`src/rtl/mem_arbiter_pkg.sv`:
```
// Purpose: shared types and constants for the two-port memory request arbiter.
// Latency: n/a (types and constants only).
// Backpressure: n/a.
package mem_arbiter_pkg;

  // Arbiter FSM: idle, or one transaction in flight for the named owner.
  typedef enum logic [1:0] {
    ARB_IDLE = 2'd0,
    ARB_INST = 2'd1,
    ARB_DATA = 2'd2
  } arb_state_t;

  // Owner of the in-flight transaction, used to steer the response.
  localparam logic ARB_OWNER_INST = 1'b0;
  localparam logic ARB_OWNER_DATA = 1'b1;

endpackage

```
`src/rtl/mem_arbiter.sv`:
```
// Purpose: merges the fetch read port and the load/store port onto one memory port.
// Latency: strobe one cycle after the request is seen in IDLE; response steered back combinationally.
// Backpressure: requests are held until *_resp; one transaction at a time, one IDLE cycle between.
//
// Ports:
//   clk, rst                     clock, synchronous active-low reset
//   inst_read/inst_address       fetch request (level) and byte address
//   inst_rdata/inst_resp         fetch data and completion pulse
//   data_read/data_write         load/store request (level), write wins if both
//   data_address/wdata/wmask     load/store address, store data and byte enables
//   data_rdata/data_resp         load data and completion pulse
//   mem_read/mem_write           registered downstream strobes
//   mem_address/wdata/wmask      registered downstream command, latched at grant
//   mem_rdata/mem_resp           downstream read data and completion
module mem_arbiter
  import mem_arbiter_pkg::*;
#(
  parameter int MAX_DATA_STREAK = 4
) (
  input  logic        clk,
  input  logic        rst,
  input  logic        inst_read,
  input  logic [31:0] inst_address,
  output logic [31:0] inst_rdata,
  output logic        inst_resp,
  input  logic        data_read,
  input  logic        data_write,
  input  logic [31:0] data_address,
  input  logic [31:0] data_wdata,
  input  logic [3:0]  data_wmask,
  output logic [31:0] data_rdata,
  output logic        data_resp,
  output logic        mem_read,
  output logic        mem_write,
  output logic [31:0] mem_address,
  output logic [31:0] mem_wdata,
  output logic [3:0]  mem_wmask,
  input  logic [31:0] mem_rdata,
  input  logic        mem_resp
);

  // Counter must hold MAX_DATA_STREAK itself; never narrower than 3 bits.
  localparam int STREAK_W = ($clog2(MAX_DATA_STREAK + 1) < 3) ? 3 : $clog2(MAX_DATA_STREAK + 1);
  localparam logic [STREAK_W-1:0] STREAK_MAX = STREAK_W'(MAX_DATA_STREAK);

  arb_state_t          state;
  logic [STREAK_W-1:0] streak;

  logic data_req;
  logic grant_data;
  logic owner;
  logic done;

  assign data_req   = data_read | data_write;
  // Data wins unless it has already taken its quota while fetch waits.
  assign grant_data = data_req & ((streak < STREAK_MAX) | ~inst_read);

  assign owner = (state == ARB_DATA) ? ARB_OWNER_DATA : ARB_OWNER_INST;
  // mem_resp only completes a transaction that is actually in flight;
  // a stray one in IDLE is dropped, and nothing is reported during reset.
  assign done  = rst & (state != ARB_IDLE) & mem_resp;

  assign inst_resp  = done & (owner == ARB_OWNER_INST);
  assign data_resp  = done & (owner == ARB_OWNER_DATA);
  assign inst_rdata = inst_resp ? mem_rdata : 32'h0;
  assign data_rdata = data_resp ? mem_rdata : 32'h0;

  always_ff @(posedge clk) begin
    if (!rst) begin
      state       <= ARB_IDLE;
      streak      <= '0;
      mem_read    <= 1'b0;
      mem_write   <= 1'b0;
      mem_address <= 32'h0;
      mem_wdata   <= 32'h0;
      mem_wmask   <= 4'h0;
    end else begin
      case (state)
        ARB_IDLE: begin
          if (grant_data) begin
            state       <= ARB_DATA;
            // Both strobes high is illegal upstream; treat it as a store.
            mem_read    <= ~data_write;
            mem_write   <= data_write;
            mem_address <= data_address;
            mem_wdata   <= data_write ? data_wdata : 32'h0;
            mem_wmask   <= data_write ? data_wmask : 4'h0;
            // Only grants that make fetch wait count toward the streak.
            if (!inst_read)
              streak <= '0;
            else if (streak != STREAK_MAX)
              streak <= streak + STREAK_W'(1);
          end else if (inst_read) begin
            state       <= ARB_INST;
            mem_read    <= 1'b1;
            mem_write   <= 1'b0;
            mem_address <= inst_address & ~32'h3;
            mem_wdata   <= 32'h0;
            mem_wmask   <= 4'h0;
            streak      <= '0;
          end else begin
            streak <= '0;
          end
        end
        ARB_INST, ARB_DATA: begin
          // Command registers stay frozen; only completion moves us on.
          if (mem_resp) begin
            state     <= ARB_IDLE;
            mem_read  <= 1'b0;
            mem_write <= 1'b0;
          end
        end
        default: begin
          state     <= ARB_IDLE;
          mem_read  <= 1'b0;
          mem_write <= 1'b0;
        end
      endcase
    end
  end

endmodule

```
`config.mk`:
```
export PLATFORM = sky130hd
export DESIGN_NAME = mem_arbiter
export DESIGN_NICKNAME = d
export VERILOG_FILES = /design/src/rtl/mem_arbiter_pkg.sv /design/src/rtl/mem_arbiter.sv
export SDC_FILE = /design/constraint.sdc
export NUM_CORES = 1
export LEC_CHECK = 0
export BUFFER_PORTS_ARGS = -buffer_cell sky130_fd_sc_hd__buf_4
export CORE_AREA = 2 2 105 107
export DETAILED_ROUTE_END_ITERATION = 12
export DIE_AREA = 0 0 107 109
export GPL_TIMING_DRIVEN = 0
export PLACE_DENSITY = 0.75
export SETUP_SLACK_MARGIN = 0.4
export SLEW_MARGIN = 20
export SYNTH_ARGS = -nofsm -noshare
export SYNTH_HDL_FRONTEND = slang
export SYNTH_SLANG_ARGS = --single-unit
```
`constraint.sdc`:
```
create_clock -name clk -period 2.1 [get_ports clk]
set_input_delay 0.525 -clock clk [delete_from_list [all_inputs] [get_ports clk]]
set_output_delay 0.525 -clock clk [all_outputs]
set_load 0.05 [all_outputs]
```
Word-level counts from Yosys, hierarchy flattened --
Index checks and enable logic that the tools add are counted.
Storage, ports and cells: flip-flop bits (word level) 75, input port bits 138, output and inout port bits 136
Cells by class: $add $sub $neg 1, $lt $le $gt $ge 1, equality and inequality tests 6, muxes and demuxes 25, bitwise logic cells 10, reductions and logical operators 7
Operators with widths (number):
- $mux W32 | 7
- $mux W4 | 3
- $mux W3 | 3
- $mux W1 | 6
- $mux W2 | 3
- $ne A3 B3 Y1 const B | 2
- $reduce_and A2 Y1 | 3
- $and A1 B1 Y1 | 5
- $pmux W1 S2 | 2
- $pmux W2 S2 | 1
- $reduce_bool A2 Y1 | 2
- $add A3 B1 Y3 const B | 1
- $lt A3 B3 Y1 const B | 1
- $ne A3 B2 Y1 const B | 1
- $not A1 Y1 | 3
- $eq A2 B1 Y1 const B | 1
- $eq A2 B2 Y1 const B | 1
- $logic_not A2 Y1 | 1
- $ne A2 B2 Y1 const B | 1
- $or A1 B1 Y1 | 2
- $reduce_or A2 Y1 | 1

Depth between registers and ports, before layout --
Gate-level depths: netlist of run 1.
depth after elaboration 5, mapped depth 7, depth with buffers taken out 5

Least setup slack after synthesis of run 1 --
Ideal clock, no wire load.
kind input-to-output, from in rst, to out data_rdata[22], arrival 1.866 ns, required time 1.575 ns, setup slack -0.291 ns, stages on the path 5, buffers on the path 2, path through buf_2 nand2_1 nor3b_2 buf_2 and2_1
On the way: longest elaborated chain between the ends 4
RTL lines:
- from (decl) | line mem_arbiter.sv:21 | input logic rst,
- $and A1 B1 Y1 (2 in series) | line mem_arbiter.sv:61 | assign done = rst & (state != ARB_IDLE) & mem_resp;
- $and A1 B1 Y1 | line mem_arbiter.sv:64 | assign data_resp = done & (owner == ARB_OWNER_DATA);
- net data_resp | line mem_arbiter.sv:32 | output logic data_resp,
- $mux W32 | line mem_arbiter.sv:66 | assign data_rdata = data_resp ? mem_rdata : 32'h0;
- to (decl) | line mem_arbiter.sv:31 | output logic [31:0] data_rdata,
The timed path passes the listed nets, and every way through them passes these cells.

Final worst setup path of run 1 --
from reg state[1], to out data_rdata[22]
On the way: longest elaborated chain between the ends 5, elaborated cells between the ends (all ways) 7, those cells by class 1 x eq/ne; 2 x mux; 3 x bitwise; 1 x reduce/logical
RTL lines:
- from (decl) | line mem_arbiter.sv:46 | arb_state_t state;
- from (signal assigned) | line mem_arbiter.sv:70 | state <= ARB_IDLE;
- from (signal assigned) | line mem_arbiter.sv:81 | state <= ARB_DATA;
- from (signal assigned) | line mem_arbiter.sv:94 | state <= ARB_INST;
- $reduce_bool A2 Y1 | line mem_arbiter.sv:61
- $and A1 B1 Y1 (2 in series) | line mem_arbiter.sv:61
- $and A1 B1 Y1 * | line mem_arbiter.sv:64
- $mux W32 * | line mem_arbiter.sv:66
Every way passes the cells marked *; elsewhere a longest branch is shown, timed or not.

==> out/results.ini, run 1 <==
[critical_path]
max_stage_delay_ns=0.35
end_kind=output port
cp_common_cell=buf_6
worstSetupPathType=register to output port
cp_num_buf_inv=5
crit_required_ns=1.57
startpoint_type=register
crit_family=buffers and inverters
cp_max_fo=5
arrival_ns=1.77
cp_cell_sequence=buf_6, ha_4, nor3b_4, buf_6, buf_6, buf_6, and2_4, buf_8
cp_slowest_cell=dfxtp_2

[global_routing]
grt_pass1_wl_um=21300
grt_usage_pct=23.0
grt_pass1_vias=4294
gr-total-overflow=0
grt_max_degree=14
grt_busiest_layer=met2
gr-usage-met3_pct=5.14
grt_use_met2_pct=43.1
grt_antenna_before_repair=0
grt_util_met1_pct=24.9

[outcome]
violations=negative setup slack
status=finished with violations

[layout]
fillers=865
drive_above_1_share_pct=53.5
fin_cells=890
diodes=0
nNetsFinal=887
multi_input_area_sq_um=1950
syn_to_final_growth_pct=97.1
layout_commonest_cell=buf_4
seq_area_sq_um=1500
mostFrequentLayoutCells=216 x buf_4, 103 x nand2_1, 73 x dfxtp_1

[synth]
ys.flop_type=dfxtp_1
synth_cell_types=31
synth_fp_nets=594
synth_cells=452
synth_edf_count=0
synth_area_per_cell_sq_um=7.70
async_flop_share_pct=0
ys_warn_count=0
ys_seq_area_share_pct=43.1
ys_ff_latch=75
synth_area_sq_um=3480

[placement]
place_hpwl_um=10300
gp_congestion=0.862
dp.cells=861
port_buffers=269

[routing]
first_pass_iters=4
drt_iter0_drc=178
ant_nets=0
wirelength_um=14100
vias=4467
drcViolationCount=0
wire_per_inst_um=15.8
vias_per_cell=5.02

[sta]
drv_slew=0
hold_viol_final=0
min_period_over_period_pct=109
max_freq_mhz=436
worst_slew_pin_slew_ns=0.481
finalSetupTns_ns=-8.10
finalCriticalPeriod_ns=2.29
max_slew_margin_pct=67.9
setup_viol_count_final=65
rsz0062_at_grt=yes
fin_hold_ws_ns=0.430
fin_ws_ns=-0.193
clock_skew_ns=0.0104

[cts]
clockRootBuffer=clkbuf_8
cts-buffers-inserted=9
clock_path_buffers=2
cts_sinks=75
ctsHoldBuffers=0
cts-htree-levels=3
insertion_delay_ns=0.35
cts_tree=built
clkTransAtPathRegs_ns=0.09

[pwr]
peakVddDrop_mv=0.416
combPwrFrac_pct=39.2
internal-power_w=0.00296
power_frac_seq_pct=35.0
p_switching_w=0.00176
power_leakage_nw=3.18
total_power_w=0.00472
netSwitchingFraction_pct=37.4
clock_power_share_pct=25.8
p_per_area_nw_per_um2=688

[die]
core_sq_um=10600
rows=38
design.die.area_sq_um=11700
dieWidth_um=107
die_height_um=109
start_util_pct=32.8
io_pins=274

[run]
drv_cap=0

[worst_hold_path]
hold_path.class=input port to register

==> sequential cells by signal, summed over array words and instances (netlist names) <==
signal       count
mem_wdata       32
streak           3
mem_read         1
mem_address     32
state            2
mem_wmask        4
mem_write        1
==> layer usage <==
metal / share of wire [%] / routed length, um
met5: 0 / 0
met4: 2.6 / 364
met3: 6.5 / 909
met2: 54 / 7660
met1: 37 / 5160
==> through the flow <==
stage | utilization (%) | cell area, sq um | setup WS [ns]
CTS | 64.1 | 6800 | -0.202
global placement | 55.7 | 5900 | -0.123
finish | 64.7 | 6860 | -0.193
global route | 64.7 | 6860 | -0.277
floorplan | - | 3710 | 0.184
detailed placement | 55.7 | 5900 | -0.123
==> power by group through the flow <==
stage / clock (W) / sequential, W / combinational, W
5_1_grt: 0.00130 / 0.00167 / 0.00195
4_1_cts: 0.00124 / 0.00165 / 0.00182
6_report: 0.00122 / 0.00165 / 0.00185
3_5_place_dp: 0 / 0.00168 / 0.00171
3_3_place_gp: 0 / 0.00167 / 0.00168
2_1_floorplan: 0 / 0.00216 / 0.000608
==> worst min-delay path: stages <==
cell and delay (ns):
buf_4 0.11, nand3_1 0.05, a21oi_1 0.06
==> cells by family (layout without fill, tap and decap cells) <==
family,Yosys count,after routing,synth area share [%]
AO/OA/AOI/OAI,113,113,19.2
adder cells (fa/ha/maj),4,4,1.44
buffers and inverters,47,345,6.72
flip-flops,75,75,43.1
AND/OR/NAND/NOR,213,213,29.4
==> area by class of cell <==
| cell class | count | area share (%) |
|---|---|---|
| clock inverter | 6 | 1.31 |
| timing repair buffer | 282 | 38.9 |
| buffer | 40 | 4.63 |
| clock buffer | 10 | 1.86 |
| tap | 140 | 2.55 |
| sequential | 75 | 21.9 |
| inverter | 7 | 0.420 |
| multi-input combinational | 330 | 28.4 |
==> synthesized netlist by cell type, drive strengths merged (2+ instances only) <==
cell / instances / area [sq um]
nand2: 104 / 390
dfxtp: 75 / 1500
and2: 64 / 400
a21oi: 37 / 185
nand3: 37 / 185
o21ai: 31 / 159
a31oi: 30 / 188
buf: 25 / 151
clkbuf: 15 / 56.3
inv: 6 / 22.5
a32oi: 4 / 35.0
ha: 4 / 50.1
nor2: 4 / 15.0
o32ai: 3 / 33.8
a2bb2oi: 2 / 17.5
nor3: 2 / 15.0
==> timing repair <==
action / in CTS / in global routing
setup endpoints to repair: 73 / 127
resized for setup: 147 / 16
endpoints found under the hold margin: 0 / 0
pin swaps: 14 / 5
buffers inserted: 6 / 2
cloned: 4 / 1
==> path summary, 6_finish.rpt <==
kind,startpoint,endpoint,slack [ns],cells after the start
worst max register to register,state[0],mem_address[19],0.50,8
worst max-delay path,state[1],data_rdata[22],-0.19,8
worst min register to register,mem_wmask[1],mem_wmask[1],0.45,2
worst min-delay path,data_wdata[25],mem_wdata[25],0.43,3
Note: power is estimated with default switching activity, not from simulation.
==> inputs of run 2 (changes only) <==
--- a/config.mk
+++ b/config.mk
@@ -5,12 +5,13 @@
 export SDC_FILE = /design/constraint.sdc
 export NUM_CORES = 1
 export LEC_CHECK = 0
+export ABC_AREA = 1
 export BUFFER_PORTS_ARGS = -buffer_cell sky130_fd_sc_hd__buf_4
-export CORE_AREA = 2 2 105 107
+export CORE_MARGIN = 8
+export CORE_UTILIZATION = 41
 export DETAILED_ROUTE_END_ITERATION = 12
-export DIE_AREA = 0 0 107 109
 export GPL_TIMING_DRIVEN = 0
-export PLACE_DENSITY = 0.75
+export PLACE_DENSITY = 0.87
 export SETUP_SLACK_MARGIN = 0.4
 export SLEW_MARGIN = 20
 export SYNTH_ARGS = -nofsm -noshare
==> out/results.ini, run 2 <==
[outcome]
status=finished with violations  ; unchanged
violations=negative setup slack  ; unchanged

[layout]
fin_cells=990  ; was 890
mostFrequentLayoutCells=209 x buf_4, 138 x nand2_1, 94 x nor2_1  ; was 216 x buf_4, 103 x nand2_1, 73 x dfxtp_1
diodes=0  ; unchanged
fillers=543  ; was 865
syn_to_final_growth_pct=95.0  ; was 97.1%
nNetsFinal=1019  ; was 887
drive_above_1_share_pct=47.5  ; was 53.5%
fin_util_pct=82.5  ; was 64.7%
layout_commonest_cell=buf_4  ; unchanged
reg_top3=mem_address: 32 flops, mem_wdata: 32 flops, mem_wmask: 4 flops  ; unchanged

[sta]
setup_viol_count_final=66  ; was 65
hold_viol_final=0  ; unchanged
clock_skew_ns=0.0149  ; was 0.0104 ns
max_freq_mhz=446  ; was 436 MHz
max_slew_margin_pct=62.7  ; was 67.9%
drv_slew=0  ; unchanged
fin_hold_ws_ns=0.429  ; was 0.430 ns
rsz0062_at_grt=yes  ; unchanged
min_period_over_period_pct=107  ; was 109%
fin_ws_ns=-0.142  ; was -0.193 ns
finalCriticalPeriod_ns=2.24  ; was 2.29 ns
worst_slew_pin_slew_ns=0.560  ; was 0.481 ns

[synth]
ys.flop_type=dfxtp_1  ; unchanged
ys_ff_latch=75  ; unchanged
synth_edf_count=0  ; unchanged
synthTopCellsByCount=158 x nor2_1, 138 x nand2_1, 75 x dfxtp_1  ; was 104 x nand2_1, 75 x dfxtp_1, 64 x and2_1
synth_most_common_cell=nor2_1  ; was nand2_1
synth_area_leaders=dfxtp_1 41%, nor2_1 16%, nand2_1 14%, inv_1 7.4%, a21oi_1 5.1%  ; was dfxtp_1 43%, and2_1 12%, nand2_1 11%, a31oi_1 5.4%, a21oi_1 5.3%
synth_cell_types=20  ; was 31
synth_cells=584  ; was 452
synth_area_per_cell_sq_um=6.35  ; was 7.70 sq um
synth_fp_nets=726  ; was 594
ys_seq_area_share_pct=40.5  ; was 43.1%
synth_area_sq_um=3710  ; was 3480 sq um
async_flop_share_pct=0  ; unchanged
ys_warn_count=0  ; unchanged
synth_largest_area_cell=dfxtp_1  ; unchanged
synth_top_area_share_pct=40.5  ; was 43.1%

[routing]
ant_nets=0  ; unchanged
vias=4776  ; was 4467
first_pass_iters=4  ; unchanged
vias_per_cell=4.82  ; was 5.02
drcViolationCount=0  ; unchanged
wirelength_um=17200  ; was 14100 um
drt_iter0_drc=199  ; was 178
wire_per_inst_um=17.4  ; was 15.8 um

[placement]
gp_congestion=0.838  ; was 0.862
pre_cts_ws_ns=-0.0913  ; was -0.123 ns
port_buffers=270  ; was 269
place_hpwl_um=12200  ; was 10300 um
dp.cells=962  ; was 861

[die]
die_height_um=111  ; was 109 um
dieWidth_um=111  ; was 107 um
rows=34  ; was 38
core_sq_um=8760  ; was 10600 sq um
design.die.area_sq_um=12300  ; was 11700 sq um
start_util_pct=42.3  ; was 32.8%
io_pins=274  ; unchanged

[critical_path]
r2r_cells=10  ; was 8
crit_path_start=state[1]  ; unchanged
max_stage_delay_ns=0.38  ; was 0.35 ns
cp_max_fo=8  ; was 5
critical_path_depth=8  ; unchanged
reg2reg_from=state[1]  ; was state[0]
startpoint_type=register  ; unchanged
arrival_ns=1.72  ; was 1.77 ns
end_kind=output port  ; unchanged
r2r_setup_slack_ns=0.48  ; was 0.50 ns
critPathCapture=inst_rdata[11]  ; was data_rdata[22]
crit_required_ns=1.57  ; about the same
worstSetupPathType=register to output port  ; unchanged
cp_common_cell=buf_6  ; unchanged
r2r_end=mem_address[24]  ; was mem_address[19]
cp_slowest_cell=dfxtp_4  ; was dfxtp_2
cp_num_buf_inv=5  ; unchanged
cp_cell_sequence=inv_4, ha_4, inv_8, nand4_1, buf_6, clkbuf_16, nor2_4, buf_6  ; was buf_6, ha_4, nor3b_4, buf_6, buf_6, buf_6, and2_4, buf_8
crit_family=buffers and inverters  ; unchanged

[cts]
clock_path_buffers=2  ; unchanged
cts-buffers-inserted=9  ; unchanged
cts-htree-levels=3  ; unchanged
cts_tree=built  ; unchanged
ctsHoldBuffers=0  ; unchanged
clockRootBuffer=clkbuf_8  ; unchanged
clkTransAtPathRegs_ns=0.09  ; about the same
cts_sinks=75  ; unchanged
insertion_delay_ns=0.34  ; was 0.35 ns

[run]
drv_cap=0  ; unchanged

[global_routing]
grt_busiest_layer=met2  ; unchanged
grt_usage_pct=24.5  ; was 23.0%
grt_util_met1_pct=24.7  ; was 24.9%
gr-total-overflow=0  ; unchanged
gr-usage-met3_pct=6.76  ; was 5.14%
grt_max_degree=15  ; was 14
grt_antenna_before_repair=0  ; unchanged
grt_pass1_wl_um=24800  ; was 21300 um
grt_pass1_vias=4819  ; was 4294
grt_use_met2_pct=46.6  ; was 43.1%

[pwr]
p_per_area_nw_per_um2=624  ; was 688 nW/um^2
power_leakage_nw=3.59  ; was 3.18 nW
peakVddDrop_mv=0.568  ; was 0.416 mV
total_power_w=0.00451  ; was 0.00472 W

[worst_hold_path]
hold_path.class=input port to register  ; unchanged

[run 2: metrics by stage]
| stage | TNS (ns) | instance area (sq um) |
|---|---|---|
| global route | -10.24 | 7230 |
| global placement | -1.48 | 6390 |
| detailed placement | -3.63 | 6390 |
| finish | -7.40 | 7230 |
| CTS | -3.48 | 7030 |
| floorplan | 0 | 4230 |
[run 2: final cells by class]
type                       count  area (sq um)  share of cell area, %
tap                          108           135                   1.87
clock buffer                  10           138                   1.90
sequential                    75          1510                   20.8
inverter                      77           309                   4.28
timing repair buffer         282          2550                   35.2
buffer                        33           297                   4.10
multi-input combinational    399          2220                   30.8
clock inverter                 6          71.3                  0.987
[run 2: logic make-up after synthesis]
family                     count (synthesis)  synth area share [%]
AOI/OAI and AO/OA                         76                  10.9
adders and majority gates                  4                  1.35
buffers and inverters                    110                  13.1
DFF                                       75                  40.5
and+or+nand+nor                          319                  34.1
[run 2: routing by layer]
| metal | vias to the layer above | part of all wire [%] |
|---|---|---|
| met4 | 0 | 3.0 |
| met5 | - | 0 |
| li1 | 2337 | - |
| met1 | 2201 | 37 |
| met2 | 206 | 53 |
| met3 | 32 | 6.7 |
[run 2: how the worst min path moves through the flow]
stage                        start       endpoint  slack [ns]  cells after the start
global route        data_wdata[17]  mem_wdata[17]        0.42                      3
finish              data_wdata[17]  mem_wdata[17]        0.43                      3
detailed placement   mem_wdata[18]  mem_wdata[18]        0.45                      2
CTS                 data_wdata[17]  mem_wdata[17]        0.42                      3
floorplan                 state[0]       state[0]        0.45                      2
global placement     mem_wdata[31]  mem_wdata[31]        0.45                      2
[run 2: worst min-delay path, stage by stage]
cell	delay, ns
buf_4	0.11
nand2_1	0.05
a21oi_1	0.05
[run 2: what timing repair did]
action                                  4_1_cts  5_1_grt
pin swaps                                     4        7
gates resized for setup                      93       28
gates cloned                                  1        3
buffers inserted                              7        1
endpoints found under the setup margin       66       66
[run 2: power by group]
group          total [W]  internal, W  switching [W]
sequential       0.00163      0.00155      0.0000755
combinational    0.00173     0.000619        0.00111
clock            0.00115     0.000594       0.000554
==> inputs of run 3 (changes only) <==
--- a/config.mk
+++ b/config.mk
@@ -8,12 +8,12 @@
 export ABC_AREA = 1
 export BUFFER_PORTS_ARGS = -buffer_cell sky130_fd_sc_hd__buf_4
 export CORE_MARGIN = 8
-export CORE_UTILIZATION = 41
+export CORE_UTILIZATION = 40
 export DETAILED_ROUTE_END_ITERATION = 12
 export GPL_TIMING_DRIVEN = 0
-export PLACE_DENSITY = 0.87
+export PLACE_DENSITY = 0.86
 export SETUP_SLACK_MARGIN = 0.4
-export SLEW_MARGIN = 20
+export SLEW_MARGIN = 5
 export SYNTH_ARGS = -nofsm -noshare
 export SYNTH_HDL_FRONTEND = slang
 export SYNTH_SLANG_ARGS = --single-unit
==> out/results.ini, run 3 (same netlist as run 2, synthesis figures left out) <==
[placement]
place_hpwl_um=12300  ; was 12200 um
dp.cells=965  ; was 962
port_buffers=270  ; unchanged
dpl_cell_area_sq_um=6390  ; about the same
gp_congestion=0.851  ; was 0.838

[die]
core_sq_um=9110  ; was 8760 sq um
dieWidth_um=112  ; was 111 um
io_pins=274  ; unchanged
die_height_um=112  ; was 111 um
design.die.area_sq_um=12600  ; was 12300 sq um
start_util_pct=40.7  ; was 42.3%
rows=35  ; was 34

[global_routing]
grt_pass1_wl_um=25200  ; was 24800 um
gr-total-overflow=0  ; unchanged
grt_antenna_before_repair=0  ; unchanged
grt_pass1_vias=4979  ; was 4819
grt_usage_pct=24.7  ; was 24.5%
grt_max_degree=15  ; unchanged

[worst_hold_path]
hold_start=data_wdata[26]  ; was data_wdata[17]
hold_path.class=input port to register  ; unchanged
holdPathEnd=mem_wdata[26]  ; was mem_wdata[17]
hold_path_depth=3  ; unchanged

[critical_path]
r2r_cells=9  ; was 10
cp_cell_sequence=inv_2, ha_4, inv_8, nand4_1, buf_6, buf_12, nor2_4, buf_8  ; was inv_4, ha_4, inv_8, nand4_1, buf_6, clkbuf_16, nor2_4, buf_6
cp_slowest_cell=dfxtp_4  ; unchanged
end_kind=output port  ; unchanged
reg2reg_from=state[0]  ; was state[1]
worstSetupPathType=register to output port  ; unchanged
r2r_setup_slack_ns=0.48  ; about the same
r2r_end=mem_wdata[19]  ; was mem_address[24]
cp_max_fo=10  ; was 8
crit_required_ns=1.57  ; about the same
crit_family=buffers and inverters  ; unchanged
startpoint_type=register  ; unchanged
arrival_ns=1.71  ; was 1.72 ns
max_stage_delay_ns=0.38  ; about the same
cp_num_buf_inv=5  ; unchanged

[cts]
ctsHoldBuffers=0  ; unchanged
cts_tree=built  ; unchanged
clkTransAtPathRegs_ns=0.09  ; about the same
cts_sinks=75  ; unchanged
cts-buffers-inserted=9  ; unchanged
insertion_delay_ns=0.35  ; was 0.34 ns
clockRootBuffer=clkbuf_8  ; unchanged
clock_path_buffers=2  ; unchanged
cts-htree-levels=3  ; unchanged

[sta]
finalCriticalPeriod_ns=2.23  ; was 2.24 ns
max_slew_margin_pct=61.8  ; was 62.7%
fin_ws_ns=-0.132  ; was -0.142 ns
worst_slew_pin_slew_ns=0.572  ; was 0.560 ns
min_period_over_period_pct=106  ; was 107%
hold_viol_final=0  ; unchanged
max_freq_mhz=448  ; was 446 MHz
drv_slew=0  ; unchanged
rsz0062_at_grt=yes  ; unchanged
clock_skew_ns=0.0119  ; was 0.0149 ns
setup_viol_count_final=66  ; unchanged

[layout]
fin_cells=990  ; unchanged
finalInstanceArea_sq_um=7190  ; was 7230 sq um
layout_commonest_cell=buf_4  ; unchanged
nNetsFinal=1016  ; was 1019
fillers=575  ; was 543
syn_to_final_growth_pct=94.1  ; was 95.0%
reg_top3=mem_address: 32 flops, mem_wdata: 32 flops, mem_wmask: 4 flops  ; unchanged
mostFrequentLayoutCells=208 x buf_4, 138 x nand2_1, 94 x nor2_1  ; was 209 x buf_4, 138 x nand2_1, 94 x nor2_1
diodes=0  ; unchanged
drive_above_1_share_pct=47.3  ; was 47.5%

[routing]
wire_per_inst_um=16.9  ; was 17.4 um
vias_per_cell=4.74  ; was 4.82
drt_iter0_drc=239  ; was 199
wirelength_um=16800  ; was 17200 um
drcViolationCount=0  ; unchanged
first_pass_iters=4  ; unchanged
vias=4694  ; was 4776
ant_nets=0  ; unchanged

[run]
drv_cap=0  ; unchanged

[pwr]
peakVddDrop_mv=0.521  ; was 0.568 mV
p_per_area_nw_per_um2=643  ; was 624 nW/um^2
power_leakage_nw=3.57  ; was 3.59 nW

[outcome]
status=finished with violations  ; unchanged
violations=negative setup slack  ; unchanged

==> run 3: timing repair <==
item | 4_1_cts | 5_1_grt
pin swaps | 6 | 3
cloned | 1 | 1
endpoints found under the hold margin | 0 | 0
buffers inserted | 6 | 1
resized for setup | 98 | 22
endpoints found under the setup margin | 66 | 66
==> run 3: routing by layer <==
layer	GRT usage [%]	share of wire, %
met5	0	0
met4	9.71	2.6
met2	45.6	53
met1	26.5	38
met3	5.80	6.4
==> run 3: how the worst max path moves through the flow <==
stage	startpoint	endpoint	slack, ns	cells past startpoint
global route	state[0]	inst_rdata[20]	-0.19	8
finish	state[1]	inst_rdata[20]	-0.13	8
CTS	state[0]	data_rdata[17]	-0.09	8
detailed placement	state[1]	data_rdata[17]	-0.17	7
floorplan	state[1]	data_rdata[10]	0.07	6
global placement	rst	data_rdata[17]	-0.11	5
==> run 3: worst reg2reg max path, delay by kind of cell, from the launching register on <==
family / cells / cell delay [ns]
AOI/OAI and AO/OA: 1 / 0.18
adders and majority gates: 1 / 0.17
buffers and inverters: 5 / 0.57
DFF: 1 / 0.36
and+or+nand+nor: 2 / 0.27
==> run 3: report_power, final <==
| group | total, W | internal (W) | switching [W] |
|---|---|---|---|
| Clock | 0.00129 | 0.000716 | 0.000572 |
| Sequential | 0.00163 | 0.00155 | 0.0000774 |
| Combinational | 0.00171 | 0.000607 | 0.00110 |
==> run 3: per-stage QoR <==
step | setup TNS [ns] | utilization (%) | power (W) | worst slack, ns | hold WS [ns]
detailed placement | -6.69 | 70.2 | 0.00328 | -0.172 | 0.453
CTS | -3.69 | 77.7 | 0.00462 | -0.0890 | 0.411
global route | -9.91 | 79.0 | 0.00483 | -0.187 | 0.420
global placement | -5.14 | 70.2 | 0.00324 | -0.113 | 0.448
finish | -6.49 | 79.0 | 0.00463 | -0.132 | 0.423
floorplan | 0 | - | 0.00270 | 0.0743 | 0.451
==> run 3: area by class of cell <==
type / instances / area (sq um) / share of cell area (%)
buffer: 33 / 294 / 4.09
clock buffer: 10 / 138 / 1.91
clock inverter: 6 / 96.3 / 1.34
inverter: 77 / 307 / 4.26
multi-input combinational: 399 / 2220 / 30.9
sequential: 75 / 1510 / 21.0
tap: 111 / 139 / 1.93
timing repair buffer: 279 / 2490 / 34.6
